### src/rtl/bcd_clock_mux_display_pkg.sv
// Purpose: shared constants, types and BCD helpers for the time-of-day display blocks.
// Latency: n/a (package only).
// Backpressure: n/a.
package bcd_clock_mux_display_pkg;

  // Active-low {a,b,c,d,e,f,g,dp}; dp is dark (1) in every digit pattern.
  localparam logic [7:0] SEG_BLANK = 8'hFF;
  localparam logic [7:0] SEG_DIGIT [0:9] = '{
    8'b00000011, 8'b10011111, 8'b00100101, 8'b00001101, 8'b10011001,
    8'b01001001, 8'b01000001, 8'b00011111, 8'b00000001, 8'b00001001
  };

  localparam int SEC_MAX = 59;
  localparam int MIN_MAX = 59;
  localparam int HR_MAX  = 23;

  // Logical digit slots, numbered from the rightmost digit of the full HH:MM:SS string.
  typedef enum logic [2:0] {
    S1  = 3'd0,
    S10 = 3'd1,
    M1  = 3'd2,
    M10 = 3'd3,
    H1  = 3'd4,
    H10 = 3'd5
  } digit_slot_e;

  typedef struct packed {
    logic [3:0] h10;
    logic [3:0] h1;
    logic [3:0] m10;
    logic [3:0] m1;
    logic [3:0] s10;
    logic [3:0] s1;
  } time_bcd_t;

  // True when the two-digit BCD field {tens,ones} has reached its limit.
  function automatic logic bcd_at_max(input logic [7:0] v, input int max);
    return (int'(v[7:4]) * 10 + int'(v[3:0])) >= max;
  endfunction

  // Two-digit BCD increment that wraps to 00 after the limit.
  function automatic logic [7:0] bcd_inc_wrap(input logic [7:0] v, input int max);
    logic [7:0] r;
    if (bcd_at_max(v, max)) begin
      r = 8'h00;
    end else if (v[3:0] == 4'd9) begin
      r = {v[7:4] + 4'd1, 4'd0};
    end else begin
      r = {v[7:4], v[3:0] + 4'd1};
    end
    return r;
  endfunction

endpackage

### src/rtl/bcd_clock_mux_display_if.sv
// Purpose: front-panel controls in, time and display pins out, for bcd_clock_mux_display.
// Latency: n/a (signal bundle).
// Backpressure: none; set inputs are single-cycle pulses, outputs are free-running.
// Ports: run/view_hm/set_min/set_hr (controls), time_bcd/tick_1hz (time), an/seg (display).
interface bcd_clock_mux_display_if #(
  parameter int NUM_DIGITS = 4
);
  logic                  run;
  logic                  view_hm;
  logic                  set_min;
  logic                  set_hr;
  logic [23:0]           time_bcd;
  logic                  tick_1hz;
  logic [NUM_DIGITS-1:0] an;
  logic [7:0]            seg;

  // master: the front panel / board side that drives the controls.
  modport master (
    output run, view_hm, set_min, set_hr,
    input  time_bcd, tick_1hz, an, seg
  );

  // slave: the clock/display block itself.
  modport slave (
    input  run, view_hm, set_min, set_hr,
    output time_bcd, tick_1hz, an, seg
  );
endinterface

### src/rtl/bcd_seg_decode.sv
// Purpose: BCD digit to active-low 7-segment pattern, with forced blank; dp always dark.
// Latency: combinational.
// Backpressure: none.
// Ports: bcd (4-bit digit), blank (force all segments off), seg ({a..g,dp}, active-low).
module bcd_seg_decode
  import bcd_clock_mux_display_pkg::*;
(
  input  logic [3:0] bcd,
  input  logic       blank,
  output logic [7:0] seg
);

  always_comb begin
    seg = SEG_BLANK;
    // Non-decimal codes fall through to blank rather than showing garbage.
    if (!blank && (bcd <= 4'd9)) begin
      seg = SEG_DIGIT[bcd];
    end
  end

endmodule

### src/rtl/bcd_clock_mux_display.sv
// Purpose: BCD HH:MM:SS time-of-day counter with set buttons, driving a multiplexed 7-seg display.
// Latency: time updates on the tick edge, tick_1hz/an/seg are registered one cycle after their cause.
// Backpressure: none; set pulses always take effect and override a coincident 1 Hz tick.
// Ports: clk_50Mhz, rst (async, active-high), bus (slave modport: controls in, time/display out).
module bcd_clock_mux_display
  import bcd_clock_mux_display_pkg::*;
#(
  parameter int CLK_HZ      = 50000000,
  parameter int NUM_DIGITS  = 4,
  parameter int REFRESH_DIV = 65536,
  parameter int BLANK_LZ    = 1
) (
  input  logic                     clk_50Mhz,
  input  logic                     rst,
  bcd_clock_mux_display_if.slave   bus
);

  localparam int PW = (CLK_HZ > 1) ? $clog2(CLK_HZ) : 1;
  localparam int RW = (REFRESH_DIV > 1) ? $clog2(REFRESH_DIV) : 1;
  localparam logic [NUM_DIGITS-1:0] AN_ONE = {{(NUM_DIGITS-1){1'b0}}, 1'b1};

  logic [PW-1:0]         presc;
  logic                  presc_wrap;
  logic                  set_any;
  logic                  tick;
  logic                  tick_q;
  time_bcd_t             tm;
  time_bcd_t             tm_nxt;
  logic [RW-1:0]         rcnt;
  logic                  rcnt_wrap;
  logic [2:0]            idx;
  logic                  view_q;
  logic [2:0]            slot_num;
  digit_slot_e           slot;
  logic [3:0]            nib;
  logic                  blank;
  logic                  dp_lit;
  logic [7:0]            seg_raw;
  logic [NUM_DIGITS-1:0] an_q;
  logic [7:0]            seg_q;

  // ---------------------------------------------------------------- prescaler
  assign presc_wrap = bus.run && (presc == PW'(CLK_HZ - 1));
  assign set_any    = bus.set_min | bus.set_hr;
  // A set pulse swallows a coincident tick so the user sees exactly the value they set.
  assign tick       = presc_wrap && !set_any;

  always_ff @(posedge clk_50Mhz or posedge rst) begin
    if (rst) begin
      presc <= '0;
    end else if (!bus.run || bus.set_min || presc_wrap) begin
      // set_min restarts the second so the new minute starts on a full second.
      presc <= '0;
    end else begin
      presc <= presc + PW'(1);
    end
  end

  always_ff @(posedge clk_50Mhz or posedge rst) begin
    if (rst) begin
      tick_q <= 1'b0;
    end else begin
      tick_q <= tick;
    end
  end

  // ---------------------------------------------------------- time counter
  always_comb begin
    tm_nxt = tm;
    if (set_any) begin
      if (bus.set_hr) begin
        {tm_nxt.h10, tm_nxt.h1} = bcd_inc_wrap({tm.h10, tm.h1}, HR_MAX);
      end
      // Minute set never carries into hours; it clears seconds instead.
      if (bus.set_min) begin
        {tm_nxt.m10, tm_nxt.m1} = bcd_inc_wrap({tm.m10, tm.m1}, MIN_MAX);
        {tm_nxt.s10, tm_nxt.s1} = 8'h00;
      end
    end else if (tick) begin
      {tm_nxt.s10, tm_nxt.s1} = bcd_inc_wrap({tm.s10, tm.s1}, SEC_MAX);
      if (bcd_at_max({tm.s10, tm.s1}, SEC_MAX)) begin
        {tm_nxt.m10, tm_nxt.m1} = bcd_inc_wrap({tm.m10, tm.m1}, MIN_MAX);
        if (bcd_at_max({tm.m10, tm.m1}, MIN_MAX)) begin
          {tm_nxt.h10, tm_nxt.h1} = bcd_inc_wrap({tm.h10, tm.h1}, HR_MAX);
        end
      end
    end
  end

  always_ff @(posedge clk_50Mhz or posedge rst) begin
    if (rst) begin
      tm <= '0;
    end else begin
      tm <= tm_nxt;
    end
  end

  // ------------------------------------------------------------------ scan
  assign rcnt_wrap = (rcnt == RW'(REFRESH_DIV - 1));

  always_ff @(posedge clk_50Mhz or posedge rst) begin
    if (rst) begin
      rcnt   <= '0;
      idx    <= '0;
      view_q <= 1'b0;
    end else if (rcnt_wrap) begin
      rcnt   <= '0;
      idx    <= (idx == 3'(NUM_DIGITS - 1)) ? 3'd0 : idx + 3'd1;
      // View is sampled only at a scan step so a change never splits a slot.
      view_q <= bus.view_hm;
    end else begin
      rcnt   <= rcnt + RW'(1);
    end
  end

  // Map the physical digit position onto a logical time field.
  always_comb begin
    slot_num = idx;
    if ((NUM_DIGITS == 4) && view_q) begin
      slot_num = idx + 3'd2;
    end
    slot = digit_slot_e'(slot_num);
  end

  always_comb begin
    nib = 4'hF;
    case (slot)
      S1:      nib = tm.s1;
      S10:     nib = tm.s10;
      M1:      nib = tm.m1;
      M10:     nib = tm.m10;
      H1:      nib = tm.h1;
      H10:     nib = tm.h10;
      default: nib = 4'hF;
    endcase
  end

  assign blank = (BLANK_LZ != 0) && (slot == H10) && (tm.h10 == 4'd0);

  // Colon sits on physical digit 2 (and 4 in the six-digit layout); it blinks at 1 Hz while running.
  assign dp_lit = ((idx == 3'd2) || ((NUM_DIGITS == 6) && (idx == 3'd4))) &&
                  (!bus.run || (presc < PW'(CLK_HZ / 2)));

  bcd_seg_decode u_seg_decode (
    .bcd   (nib),
    .blank (blank),
    .seg   (seg_raw)
  );

  always_ff @(posedge clk_50Mhz or posedge rst) begin
    if (rst) begin
      an_q  <= '0;
      seg_q <= SEG_BLANK;
    end else begin
      an_q  <= AN_ONE << idx;
      seg_q <= {seg_raw[7:1], ~dp_lit};
    end
  end

  assign bus.time_bcd = tm;
  assign bus.tick_1hz = tick_q;
  assign bus.an       = an_q;
  assign bus.seg      = seg_q;

endmodule
### src/flat_wrapper.sv
// flat-port wrapper written by rule: the top's interface ports become plain ports
module bcd_clock_mux_display_flat import bcd_clock_mux_display_pkg::*;
#(
  parameter int CLK_HZ      = 50000000,
  parameter int NUM_DIGITS  = 4,
  parameter int REFRESH_DIV = 65536,
  parameter int BLANK_LZ    = 1
)
  (clk_50Mhz, rst, bus_run, bus_view_hm, bus_set_min, bus_set_hr, bus_time_bcd, bus_tick_1hz, bus_an, bus_seg);
  bcd_clock_mux_display_if #(.NUM_DIGITS(NUM_DIGITS)) bus_i ();
  input  logic clk_50Mhz;
  input  logic rst;
  input wire logic [$bits(bus_i.run)-1:0] bus_run;
  input wire logic [$bits(bus_i.view_hm)-1:0] bus_view_hm;
  input wire logic [$bits(bus_i.set_min)-1:0] bus_set_min;
  input wire logic [$bits(bus_i.set_hr)-1:0] bus_set_hr;
  output wire logic [$bits(bus_i.time_bcd)-1:0] bus_time_bcd;
  output wire logic [$bits(bus_i.tick_1hz)-1:0] bus_tick_1hz;
  output wire logic [$bits(bus_i.an)-1:0] bus_an;
  output wire logic [$bits(bus_i.seg)-1:0] bus_seg;
  assign bus_i.run = bus_run;
  assign bus_i.view_hm = bus_view_hm;
  assign bus_i.set_min = bus_set_min;
  assign bus_i.set_hr = bus_set_hr;
  assign bus_time_bcd = bus_i.time_bcd;
  assign bus_tick_1hz = bus_i.tick_1hz;
  assign bus_an = bus_i.an;
  assign bus_seg = bus_i.seg;
  bcd_clock_mux_display #(.CLK_HZ(CLK_HZ), .NUM_DIGITS(NUM_DIGITS), .REFRESH_DIV(REFRESH_DIV), .BLANK_LZ(BLANK_LZ)) u_core (.clk_50Mhz(clk_50Mhz), .rst(rst), .bus(bus_i));
endmodule
### config.mk
export PLATFORM = sky130hd
export DESIGN_NAME = bcd_clock_mux_display_flat
export DESIGN_NICKNAME = d
export VERILOG_FILES = /design/src/rtl/bcd_clock_mux_display_pkg.sv /design/src/rtl/bcd_clock_mux_display_if.sv /design/src/rtl/bcd_seg_decode.sv /design/src/rtl/bcd_clock_mux_display.sv /design/src/flat_wrapper.sv
export SDC_FILE = /design/constraint.sdc
export NUM_CORES = 1
export LEC_CHECK = 0
export ABC_AREA = 1
export BUFFER_PORTS_ARGS = -buffer_cell sky130_fd_sc_hd__buf_2
export CAP_MARGIN = 5
export CORE_AREA = 4 4 144 91
export CTS_CLUSTER_SIZE = 25
export DETAILED_ROUTE_END_ITERATION = 10
export DIE_AREA = 0 0 148 95
export GPL_TIMING_DRIVEN = 0
export PLACE_DENSITY = 0.77
export SLEW_MARGIN = 20
export SYNTH_ARGS = -nofsm -noshare
export SYNTH_HDL_FRONTEND = slang
export SYNTH_SLANG_ARGS = --single-unit
export TNS_END_PERCENT = 1
### constraint.sdc
create_clock -name clk_50Mhz -period 8.2 [get_ports clk_50Mhz]
set_clock_uncertainty 0.15 [all_clocks]
set_input_delay 1.64 -clock clk_50Mhz [delete_from_list [all_inputs] [get_ports clk_50Mhz]]
set_output_delay 1.64 -clock clk_50Mhz [all_outputs]
set_load 0.1 [all_outputs]
# Word level (Yosys, flattened, before mapping)
# Memory sizes are Yosys's and may differ from the RTL's.
# Cells that the tools add are included.
[word_totals] in_bits=6 romBits=128 n_memories=1 reg_bits=83 word_cells=95
[op_classes] muxes=20 multipliers=3 n_shift=1 n_eq_ne=14 bitwise_logic=3 n_reduce_logical=21 order_cmp=6 add_sub_neg=13
[memory_table] memory="(no name shown)" words=16 width=8 rd=1 rd_clocked_by_memory_dff=0 wr=0 line_no="bcd_seg_decode.sv:17" rtl="seg = SEG_DIGIT[bcd];"
[op_table] operator="adder 32 x 5 -> 32 bit" count=3
[op_table] operator="two-way mux 8 bit" count=11
[op_table] operator=">= comparator 32 x 7 -> 1 bit (second input constant)" count=2
[op_table] operator="two-way mux 16 bit" count=3
[op_table] operator="two-way mux 24 bit" count=2
[op_table] operator=">= comparator 32 x 6 -> 1 bit (second input constant)" count=1
[op_table] operator="adder 26 x 1 -> 26 bit (second input constant)" count=1
[op_table] operator="== test 26 bit (second input constant)" count=1
[op_table] operator="less-than comparator 26 x 25 -> 1 bit (second input constant)" count=1
[op_table] operator="two-way mux 26 bit" count=1
[op_table] operator="adder 4 x 1 -> 4 bit (second input constant)" count=6
[op_table] operator="case mux 4 bit (6 select lines)" count=1
[op_table] operator="multiplier 4 x 3 -> 7 bit (second input constant)" count=3
[op_table] operator="adder 16 x 1 -> 16 bit (second input constant)" count=1
[op_table] operator="== test 16 bit (second input constant)" count=1
[op_table] operator="== test 3 x 2 -> 1 bit (second input constant)" count=4
[op_table] operator="== test 4 bit (second input constant)" count=3
[op_table] operator="== test 3 bit (second input constant)" count=2
[op_table] operator="two-way mux 3 bit" count=2
[op_table] operator="AND reduction 3 bit" count=2
[op_table] operator="nonzero test 2 bit" count=3
[op_table] operator=">= comparator 5 bit (second input constant)" count=1
[op_table] operator="logical AND 1 bit" count=5
[op_table] operator="NOT 4 -> 5 bit" count=1
[op_table] operator="other kinds (15)" count=20

# Logic depth before layout (Yosys ltp)
# Gate-level depths: netlist of run 1.
[logic_depth] word_depth=9 mapped_depth=16 ltp_nobuf=16

# Modules after synthesis
# A second synthesis of run 1 with hierarchy kept.
[unflattened] cells_unflattened=723 area_unflattened_um2=5681.7
[modules_own_cells] mod="bcd_clock_mux_display" n_inst=1 area_each_um2=5430.2 cells_per_inst=681 seq_area_each_um2=2087.0
[modules_own_cells] mod="bcd_seg_decode" n_inst=1 area_each_um2=251.5 cells_per_inst=42 seq_area_each_um2=0.0

# Least setup slack after synthesis of run 1
# OpenSTA, ideal clock, no wires.
[synth_path] kind="register to register" from="register u_core.tm (netlist bit u_core.bus.time_bcd[15])" to="register u_core.tm (netlist bit u_core.bus.time_bcd[14])" t_arrival_ns=3.071 setup_slack_ns=4.911 required_ns=7.982 path_stages_with_launch=14 period_less_slack_ns=3.289 setup_time_ns=0.068 n_path_buf=0 path_cell_list="dfrtp_1 ha_1 ha_1 fa_1 inv_1 nor4_1 nand3b_1 nand2_1 nand2_1 nor2_1 inv_1 nand2_1 nand2_1 nand2_1"
[synth_between] elab_chain_cells=7
[synth_lines] item="from (decl)" line_no="bcd_clock_mux_display.sv:27" rtl="time_bcd_t tm;"
[synth_lines] item="from (signal assigned)" line_no="bcd_clock_mux_display.sv:94" rtl="tm <= tm_nxt;"
[synth_lines] item="multiplier 4 x 3 -> 7 bit *" line_no="bcd_clock_mux_display_pkg.sv:38" rtl="return (int'(v[7:4]) * 10 + int'(v[3:0])) >= max;"
[synth_lines] item="adder 32 x 5 -> 32 bit *" line_no="bcd_clock_mux_display_pkg.sv:38"
[synth_lines] item=">= comparator 32 x 7 -> 1 bit *" line_no="bcd_clock_mux_display_pkg.sv:38"
[synth_lines] item="two-way mux 8 bit *" line_no="bcd_clock_mux_display_pkg.sv:44" rtl="if (bcd_at_max(v, max)) begin"
[synth_lines] item="two-way mux 16 bit" line_no="bcd_clock_mux_display.sv:81" rtl="if (bcd_at_max({tm.s10, tm.s1}, SEC_MAX)) begin"
[synth_lines] item="two-way mux 24 bit" line_no="bcd_clock_mux_display.sv:79" rtl="end else if (tick) begin"
[synth_lines] item="two-way mux 24 bit *" line_no="bcd_clock_mux_display.sv:70" rtl="if (set_any) begin"
# Every way passes the cells marked *; elsewhere a longest branch is shown, timed or not. The select of a mux whose other input is x is not followed.
# A chain may end at the register's enable or synchronous reset.

# Worst setup path after layout of run 1
[layout_path] from="register u_core.tm (netlist bit u_core.bus.time_bcd[6])" to="output port bus_time_bcd[6]"
[layout_lines] item="to (decl)" line_no="flat_wrapper.sv:17" rtl="output wire logic [$bits(bus_i.time_bcd)-1:0] bus_time_bcd;"
# No word-level cell between the ends.

==> results.py, run 1 <==
metrics = {
    "place": {
        "dp.cells": 957,
        "gp_congestion": 0.936,
        "dp_hpwl_um": 9830,
        "numPortBuffers": 42,
        "placed_area_um2": 6240,
        "dp_slack_ps": 5040,
    },
    "timing": {
        "hold_violations": 0,
        "drv_slew": 0,
        "post-route-period-util_pct": 39.1,
        "fmax_ghz": 0.312,
        "worst_slack_ps": 4990,
        "rsz0062_at_grt": "no",
        "setup_viol": 0,
        "relSlewSlack_pct": 65.9,
        "fin_crit_ps": 3210,
        "worstMarginPinSlew_ps": 508,
        "setup_tns_ps": 0,
        "whs_ps": 316,
    },
    "pwr": {
        "pwr-share-seq_pct": 35.9,
        "power_mw": 1.40,
        "p_sw_mw": 0.627,
        "swShare_pct": 44.8,
        "leakagePower_nw": 3.29,
        "p_int_mw": 0.772,
        "clkPwrFrac_pct": 26.1,
        "p_per_area_nw_per_um2": 215,
        "power_frac_comb_pct": 38.0,
        "max-vdd-ir-drop_uv": 108,
    },
    "routing": {
        "ant_nets": 0,
        "via_count": 4960,
        "first_iter_violations": 435,
        "wl_per_cell_um": 13.0,
        "drc": 0,
        "wl_um": 12600,
        "drt_pass1_iterations": 5,
        "via_per_inst": 5.10,
    },
    "finish": {
        "ff_latch_area_um2": 2090,
        "area_growth_pct": 12.3,
        "num-nets-final": 857,
        "fin_area_um2": 6500,
        "diodes": 0,
        "final_util_pct": 55.1,
        "stdcell_count": 973,
        "drive_above_1_share_pct": 15.8,
        "multiInputGateArea_um2": 3220,
        "num-fill-cells": 1100,
    },
    "synthesis": {
        "synth_cell_types": 43,
        "synth.area.top_cells": "dfrtp_1, nand2_1, ha_1",
        "synthTopCellsByCount": "nand2_1, inv_1, nor2_1",
        "synth_top_cell_area_share_pct": 32.4,
        "syn-cell-area_um2": 5790,
        "synthAdderAreaFrac_pct": 11.2,
        "syn-num-nets": 803,
        "synth_edf_count": 0,
        "yosys.area.top_type": "dfrtp_1",
        "postSynthAreaPerCell_um2": 7.73,
        "ys_seq_area_share_pct": 36.0,
        "synthSimpleGateAreaFrac_pct": 33.9,
        "synthCells": 749,
        "synth_compound_gate_area_share_pct": 5.60,
        "ys_warn_count": 0,
        "synth.area.mux_share_pct": 0,
        "ys_ff_latch": 83,
        "synth_xor_xnor_area_share_pct": 5.01,
        "synth-main-ff-cell": "dfrtp_1",
        "synth_top_family_by_area": "simple AND/OR/NAND/NOR gates",
        "async_flop_share_pct": 100,
        "post-synth-top-count-cell": "nand2_1",
    },
    "floorplanning": {
        "die_area_um2": 14100,
        "die_h_um": 95,
        "fp.coreArea_um2": 11800,
        "initial_core_util_pct": 49.1,
        "io_pins": 43,
        "rows": 31,
        "die_w_um": 148,
    },
    "outcome": {
        "status": "complete, no violations",
    },
    "global_route": {
        "grt_pass1_wl_um": 21700,
        "gr-total-overflow": 0,
        "antenna_found_initial": 0,
        "grt_max_degree": 52,
        "grt_pass1_vias": 4334,
        "track_usage_pct": 19.1,
    },
    "clocking": {
        "cts-root-buf": "clkbuf_16",
        "cts_tree": "done",
        "cts_max_level": 3,
        "ctsHoldBuffers": 0,
        "clk_pin_slew_worst_paths_ps": 60,
        "clock-sinks": 83,
        "cts_buffer_depth": 2,
        "clk_latency_ps": 340,
        "numCtsBuffers": 9,
        "post_cts_buffers": 0,
        "cts_resized": 0,
    },
    "critical_path": {
        "cp-start-kind": "flip-flop",
        "timing.critical_path.buf_inv": 1,
        "cp_slowest_cell": "dfrtp_1",
        "end_kind": "primary output",
        "cp.required_ps": 6410,
        "critPathMaxFanout": 8,
        "cp.arrival_ps": 1420,
        "crit_family": "flip-flops",
        "max_stage_delay_ps": 570,
        "cp_cell_sequence": "buf_2",
        "critical_path_class": "reg -> out",
    },
    "run": {
        "drv_cap": 0,
    },
    "worst_hold_path": {
        "hold_path_class": "reg -> reg",
    },
}
[sequential cells by signal, summed over array words and instances, names as in the netlist]
signal / cells
u_core.bus.an: 4
u_core.bus.seg: 8
u_core.bus.tick_1hz: 1
u_core.bus.time_bcd: 24
u_core.idx: 3
u_core.presc: 26
u_core.rcnt: 16
u_core.view_q: 1
[power groups by stage]
stage	combinational (mW)	sequential [mW]	clock [mW]
2_1_floorplan	0.189	0.759	0
3_3_place_gp	0.524	0.510	0
3_5_place_dp	0.532	0.509	0
4_1_cts	0.533	0.502	0.372
5_1_grt	0.573	0.507	0.393
6_report	0.532	0.502	0.365
[final cells by class]
class,instances,area share [%]
Buffer,6,0.654
Clock buffer,11,3.58
Clock inverter,5,0.500
Inverter,114,6.74
Multi-Input combinational cell,546,49.6
Sequential cell,83,32.1
Tap cell,165,3.18
Timing Repair Buffer,43,3.66
[layer usage]
metal  up-vias  global-route usage (%)  routed length (um)
li1       2535                       -                   -
met1      2253                    32.1                6860
met2       159                    24.0                4700
met3        13                    4.46                 969
met4         0                    3.92                  83
met5         -                       0                   0
[path summary, 6_finish.rpt]
path	slack [ps]	cells after the start	start	to
max in group asynchronous	6160	3	rst	u_core.bus.time_bcd[0]
max	4990	1	u_core.bus.time_bcd[6]	bus_time_bcd[6]
min reg2reg	320	1	u_core.rcnt[0]	u_core.rcnt[0]
min in group asynchronous	1150	2	rst	u_core.rcnt[4]
min	320	1	u_core.rcnt[0]	u_core.rcnt[0]
max reg2reg	5040	13	u_core.bus.time_bcd[5]	u_core.bus.time_bcd[7]
[cell families (layout without fill, tap and decap cells)]
kind of cell	after synthesis	after routing
buffers and inverters	120	179
AO/OA/AOI/OAI	56	56
AND/OR/NAND/NOR	411	411
adder cells (fa/ha/maj)	48	48
flip-flops	83	83
XOR/XNOR	31	31
[cell usage in the layout, fill, tap and decap left out, types with 3 or more instances in the layout]
master and n:
nand2_1 173, inv_1 101, nor2_1 83, dfrtp_1 75
nand3_1 51, buf_2 46, ha_1 42, nand4_1 28
a21oi_1 20, o21ai_0 20, xor2_1 20, nor3_1 20
nor4_1 10, xnor2_1 10, inv_2 10, clkbuf_16 9
nand2_2 8, dfstp_2 8, nand3_2 6, o21ai_1 6
fa_1 6, nor2_2 5, nor2_4 5, nand2_4 4
nor3_2 4, o21a_1 3, clkinvlp_4 3
Power figures use the tool's default switching activity.
==> run 2: changes to the inputs <==
==> constraint.sdc (replaced) <==
create_clock -name clk_50Mhz -period 3.35 [get_ports clk_50Mhz]
set_clock_uncertainty 0.15 [all_clocks]
set_input_delay 0.67 -clock clk_50Mhz [delete_from_list [all_inputs] [get_ports clk_50Mhz]]
set_output_delay 0.67 -clock clk_50Mhz [all_outputs]
set_load 0.1 [all_outputs]
==> run 2 against run 1 <==
  * Worst setup slack worse by 4700 ps
  * Utilization hardly changed
  * Worst hold slack worse by 130 ps
  * Clock-buffer cell count stayed put
  * Sequential power is 150% higher
  * Sequential share of layout area hardly changed
  * Critical endpoint is now u_core.bus.time_bcd[7]
  * Largest power group unchanged
  * First-iteration DRC count is 3.4% lower
  * Clock power is 150% higher
  * Via count hardly changed
==> results.py, run 2 (synthesized netlist as in run 1, its figures left out) <==
metrics = {
    "timing": {
        "fmax_ghz": 0.331,
        "setup_tns_ps": 0,
        "setup_viol": 0,
        "fin_crit_ps": 3030,
        "drv_slew": 0,
        "hold_violations": 0,
        "rsz0062_at_grt": "no",
        "post-route-period-util_pct": 90.3,
        "worstMarginPinSlew_ps": 508,
        "relSlewSlack_pct": 65.9,
    },
    "global_route": {
        "grt.busiest_layer": "met1",
        "grt_max_degree": 52,
        "grt_use_met3_pct": 4.46,
        "grt_pass1_wl_um": 21700,
        "gr-total-overflow": 0,
        "grt_pass1_vias": 4334,
        "grt_use_met1_pct": 32.1,
        "track_usage_pct": 19.1,
        "antenna_found_initial": 0,
        "globalRouteMet2Util_pct": 24.0,
    },
    "pwr": {
        "p_per_area_nw_per_um2": 527,
        "max-vdd-ir-drop_uv": 265,
        "leakagePower_nw": 3.29,
        "power_mw": 3.43,
    },
    "critical_path": {
        "critPathMaxFanout": 7,
        "critical_path_class": "reg -> reg",
        "crit_path_start": "u_core.bus.time_bcd[5]",
        "cp_slowest_cell": "fa_1",
        "max_stage_delay_ps": 510,
        "end_kind": "flip-flop",
        "cp.required_ps": 3460,
        "reg2reg_depth": 13,
        "timing.rr.start": "u_core.bus.time_bcd[5]",
        "cp.arrival_ps": 3140,
        "r2r_end": "u_core.bus.time_bcd[7]",
        "cpMostUsedCell": "nand2_1",
        "reg2reg_slack_ps": 320,
        "cp_cell_sequence": "ha_1, ha_1, fa_1, nand2_1, nor2_1, nand3_1, a21oi_2, nand3_1, inv_1, nand2_1, nand2_1, inv_1, o21ai_1",
        "cp-start-kind": "flip-flop",
    },
    "clocking": {
        "ctsHoldBuffers": 0,
        "post_cts_buffers": 0,
        "cts_max_level": 3,
        "clock-sinks": 83,
        "cts-root-buf": "clkbuf_16",
        "cts_tree": "done",
        "cts_resized": 0,
        "cts_buffer_depth": 2,
        "numCtsBuffers": 9,
        "clk_pin_slew_worst_paths_ps": 60,
        "clk_latency_ps": 340,
    },
    "finish": {
        "fin_area_um2": 6500,
        "regMostFlops": "u_core.presc",
        "area_growth_pct": 12.4,
        "stdcell_count": 973,
        "diodes": 0,
        "final_cell_mix": "nand2_1, inv_1, nor2_1",
        "largest_reg_flops": 26,
        "num-fill-cells": 1101,
        "num-nets-final": 857,
        "drive_above_1_share_pct": 16.0,
        "final_util_pct": 55.2,
        "mostFrequentLayoutCell": "nand2_1",
    },
    "routing": {
        "ant_nets": 0,
        "drc": 0,
        "wl_um": 12600,
        "via_count": 4957,
        "drt_pass1_iterations": 5,
        "first_iter_violations": 420,
        "via_per_inst": 5.09,
        "wl_per_cell_um": 12.9,
    },
    "floorplanning": {
        "initial_core_util_pct": 49.1,
        "die_w_um": 148,
        "io_pins": 43,
        "die_area_um2": 14100,
        "fp.coreArea_um2": 11800,
        "rows": 31,
        "die_h_um": 95,
    },
    "outcome": {
        "status": "complete, no violations",
    },
    "place": {
        "placed_area_um2": 6240,
        "gp_congestion": 0.936,
        "numPortBuffers": 42,
        "dp_hpwl_um": 9830,
        "dp.cells": 957,
    },
    "run": {
        "drv_cap": 0,
    },
    "worst_hold_path": {
        "hold_path_class": "in -> async",
    },
}
==> run 2: report_power, final <==
part	total (mW)	internal [mW]	switching, mW
Sequential	1.23	1.12	0.113
Combinational	1.30	0.274	1.03
Clock	0.896	0.500	0.397
==> run 2: metrics by stage <==
| stage | setup slack [ps] | hold slack (ps) |
|---|---|---|
| floorplan | 61.4 | 282 |
| global placement | -591 | 302 |
| detailed placement | 312 | 308 |
| CTS | 267 | 192 |
| global route | 105 | 212 |
| finish | 324 | 183 |
==> run 2: per-layer routing <==
layer	wire [um]	share of wire, %
met5	0	0
met4	80	0.64
met3	922	7.3
met2	4690	37
met1	6890	55
==> run 2: worst max path at each step <==
stage | to | slack, ps | depth (start not counted)
CTS | u_core.bus.time_bcd[7] | 270 | 13
detailed placement | u_core.bus.time_bcd[7] | 310 | 13
global placement | u_core.bus.time_bcd[9] | -590 | 2
finish | u_core.bus.time_bcd[7] | 320 | 13
floorplan | u_core.bus.time_bcd[14] | 60 | 13
global route | u_core.bus.time_bcd[7] | 100 | 13
==> run 2: layout make-up <==
cell class | instances | area, um2 | share of cell area, %
flip-flops and latches | 83 | 2090 | 32.1
repair buffers | 43 | 238 | 3.65
inverters | 114 | 438 | 6.73
clock buffers | 11 | 233 | 3.58
well taps | 165 | 206 | 3.17
multi-input cells | 546 | 3230 | 49.6
clock inverters | 5 | 32.5 | 0.500
plain buffers | 6 | 42.5 | 0.654
==> run 2: critical path: cells and delay by family (launching register included) <==
family | cells | cell delay, ps
adder cells (fa/ha/maj) | 3 | 1070
AO/OA/AOI/OAI | 2 | 330
AND/OR/NAND/NOR | 6 | 660
buffers and inverters | 2 | 270
flip-flops | 1 | 480
==> run 3: changes to the inputs <==
--- a/config.mk
+++ b/config.mk
@@ -5,13 +5,13 @@
 export SDC_FILE = /design/constraint.sdc
 export NUM_CORES = 1
 export LEC_CHECK = 0
-export ABC_AREA = 1
+export ABC_AREA = 0
 export BUFFER_PORTS_ARGS = -buffer_cell sky130_fd_sc_hd__buf_2
 export CAP_MARGIN = 5
-export CORE_AREA = 4 4 144 91
+export CORE_AREA = 4 4 138 87
 export CTS_CLUSTER_SIZE = 25
 export DETAILED_ROUTE_END_ITERATION = 10
-export DIE_AREA = 0 0 148 95
+export DIE_AREA = 0 0 142 91
 export GPL_TIMING_DRIVEN = 0
 export PLACE_DENSITY = 0.77
 export SLEW_MARGIN = 20
==> run 3 against run 2 <==
  * Sequential power rose by 5%
  * Routed wire length fell by 3.8%
  * Register-to-register slack got worse by 230 ps
  * First-iteration DRC count fell by 30%
  * Synthesized area fell by 9.1%
  * Largest power group unchanged
  * Cell count fell by 24%
  * Combinational power rose by 17%
  * Die area fell by 8.1%
  * Worst setup slack got worse by 230 ps
  * Fmax fell by 7.2%
  * Via count fell by 13%
  * Critical endpoint is now u_core.bus.time_bcd[13]
  * Utilization rose by 2.2 points
==> results.py, run 3 <==
metrics = {
    "clocking": {
        "cts_buffer_depth": 2,
        "cts_tree": "done",
        "clock-sinks": 83,
        "clk_latency_ps": 340,
        "numCtsBuffers": 9,
        "cts-root-buf": "clkbuf_16",
        "ctsHoldBuffers": 0,
        "cts_max_level": 3,
        "clk_pin_slew_worst_paths_ps": 60,
    },
    "place": {
        "gp_congestion": 0.854,
        "numPortBuffers": 41,
        "dp_hpwl_um": 8910,
        "placed_area_um2": 5680,
    },
    "synthesis": {
        "ys_warn_count": 0,
        "syn-cell-area_um2": 5260,
        "synth_cell_types": 67,
        "synth_top_cell_area_share_pct": 35.7,
        "ys_ff_latch": 83,
        "postSynthAreaPerCell_um2": 9.64,
        "ys_seq_area_share_pct": 39.7,
        "synth_edf_count": 0,
        "async_flop_share_pct": 100,
        "synth-main-ff-cell": "dfrtp_1",
        "syn-num-nets": 600,
        "synth.area.top_cells": "dfrtp_1, ha_1, xor2_1",
        "synthTopCellsByCount": "dfrtp_1, nor2_1, ha_1",
        "yosys.area.top_type": "dfrtp_1",
        "synthCells": 546,
        "post-synth-top-count-cell": "dfrtp_1",
    },
    "pwr": {
        "leakagePower_nw": 2.81,
        "max-vdd-ir-drop_uv": 422,
        "power_mw": 4.02,
        "p_per_area_nw_per_um2": 664,
    },
    "finish": {
        "area_growth_pct": 15.2,
        "mostFrequentLayoutCell": "dfrtp_1",
        "num-fill-cells": 877,
        "largest_reg_flops": 26,
        "final_cell_mix": "dfrtp_1, nor2_1, buf_2",
        "regMostFlops": "u_core.presc",
        "num-nets-final": 653,
        "multiInputGateArea_um2": 2990,
        "ff_latch_area_um2": 2100,
        "diodes": 0,
        "drive_above_1_share_pct": 17.4,
        "fin_area_um2": 6060,
        "final_util_pct": 57.4,
    },
    "timing": {
        "setup_tns_ps": 0,
        "worstMarginPinSlew_ps": 746,
        "rsz0062_at_grt": "yes",
        "post-route-period-util_pct": 97.3,
        "whs_ps": 222,
        "fin_crit_ps": 3260,
        "drv_slew": 0,
        "setup_viol": 0,
        "relSlewSlack_pct": 49.8,
        "hold_violations": 0,
        "fmax_ghz": 0.307,
    },
    "floorplanning": {
        "die_h_um": 91,
        "rows": 29,
        "io_pins": 43,
        "fp.coreArea_um2": 10600,
        "die_w_um": 142,
        "die_area_um2": 12900,
        "initial_core_util_pct": 49.8,
    },
    "critical_path": {
        "cp_cell_sequence": "ha_1, ha_1, fa_1, and4b_1, a32o_1, nand2_1, a31o_2, a21oi_2, buf_4, nor2_1, a32o_1",
        "critPathMaxFanout": 10,
        "max_stage_delay_ps": 530,
        "cp.arrival_ps": 3330,
        "end_kind": "flip-flop",
        "cp.required_ps": 3420,
        "cp-start-kind": "flip-flop",
        "critical_path_class": "reg -> reg",
        "cp_slowest_cell": "fa_1",
    },
    "routing": {
        "drt_pass1_iterations": 5,
        "ant_nets": 0,
        "via_count": 4305,
        "wl_um": 12100,
        "via_per_inst": 5.79,
        "drc": 0,
        "first_iter_violations": 296,
        "wl_per_cell_um": 16.3,
    },
    "worst_hold_path": {
        "hold_path_class": "in -> async",
    },
    "global_route": {
        "gr-total-overflow": 0,
        "track_usage_pct": 19.5,
        "grt_pass1_wl_um": 20800,
        "grt_pass1_vias": 4192,
        "grt_max_degree": 45,
        "antenna_found_initial": 0,
    },
    "run": {
        "drv_cap": 0,
    },
    "outcome": {
        "status": "complete, no violations",
    },
}
run 3: cell count changes in the layout (fill, tap and decap cells not counted), sizes merged, moves of 10 or more:
cell    previous run  this run
nand2b             0        10
nand2            185        36
and3               2        12
nand3             57        30
inv              114        29
nor3              25        11
nand4             30        12
nor2              93        57
run 3: final timing paths:
check / startpoint / to / slack [ps] / cells after the start
max: u_core.bus.time_bcd[5] / u_core.bus.time_bcd[13] / 90 / 11
min: rst / u_core.view_q / 220 / 2
max reg2reg: u_core.bus.time_bcd[5] / u_core.bus.time_bcd[13] / 90 / 11
min reg2reg: u_core.rcnt[14] / u_core.rcnt[14] / 330 / 1
max in group asynchronous: rst / u_core.bus.seg[5] / 2170 / 3
min in group clk_50Mhz: u_core.rcnt[14] / u_core.rcnt[14] / 330 / 1
run 3: where the power goes:
group / internal, mW / switching, mW / total, mW
Clock: 0.807 / 0.402 / 1.21
Combinational: 0.397 / 1.13 / 1.52
Sequential: 1.10 / 0.194 / 1.29
run 3: what timing repair did:
action                                  in CTS  in global routing
setup buffers                                0                  0
endpoints found under the setup margin       1                 10
gates resized for setup                      1                  4
run 3: per-layer routing:
metal	track usage, %	vias up	part of all wire (%)
li1	-	2054	-
met1	29.1	2090	48
met2	28.3	142	43
met3	4.46	19	7.0
met4	5.75	0	1.6
met5	0	-	0
run 3: area by class of cell:
| type | instances | share of cell area (%) |
|---|---|---|
| buffer | 18 | 1.61 |
| inverter | 29 | 1.84 |
| multi-input combinational | 416 | 49.3 |
| clock buffer | 10 | 3.78 |
| tap | 139 | 2.87 |
| sequential | 83 | 34.6 |
| clock inverter | 6 | 2.27 |
| timing repair buffer | 42 | 3.72 |
run 3: metrics by stage:
step	cells	setup slack, ps
after floorplan	546	68.0
after global placement	726	-805
after detailed placement	727	45.9
after CTS	743	23.4
after global routing	743	-3.50
final	743	90.4
run 3: logic make-up after synthesis:
| family | Yosys count | synth area share [%] |
|---|---|---|
| buf+inv | 47 | 3.83 |
| xor+xnor | 42 | 6.99 |
| fa+ha+maj | 52 | 13.0 |
| compound gates | 105 | 14.1 |
| flops | 83 | 39.7 |
| simple gates | 206 | 20.2 |
| mux | 11 | 2.23 |
run 3: worst max-delay path: cells and delay by family (launching register included):
family                   cells  cell delay [ps]
buffers and inverters        1              200
adder cells (fa/ha/maj)      3             1060
flip-flops                   1              470
AND/OR/NAND/NOR              3              370
AO/OA/AOI/OAI                4              880
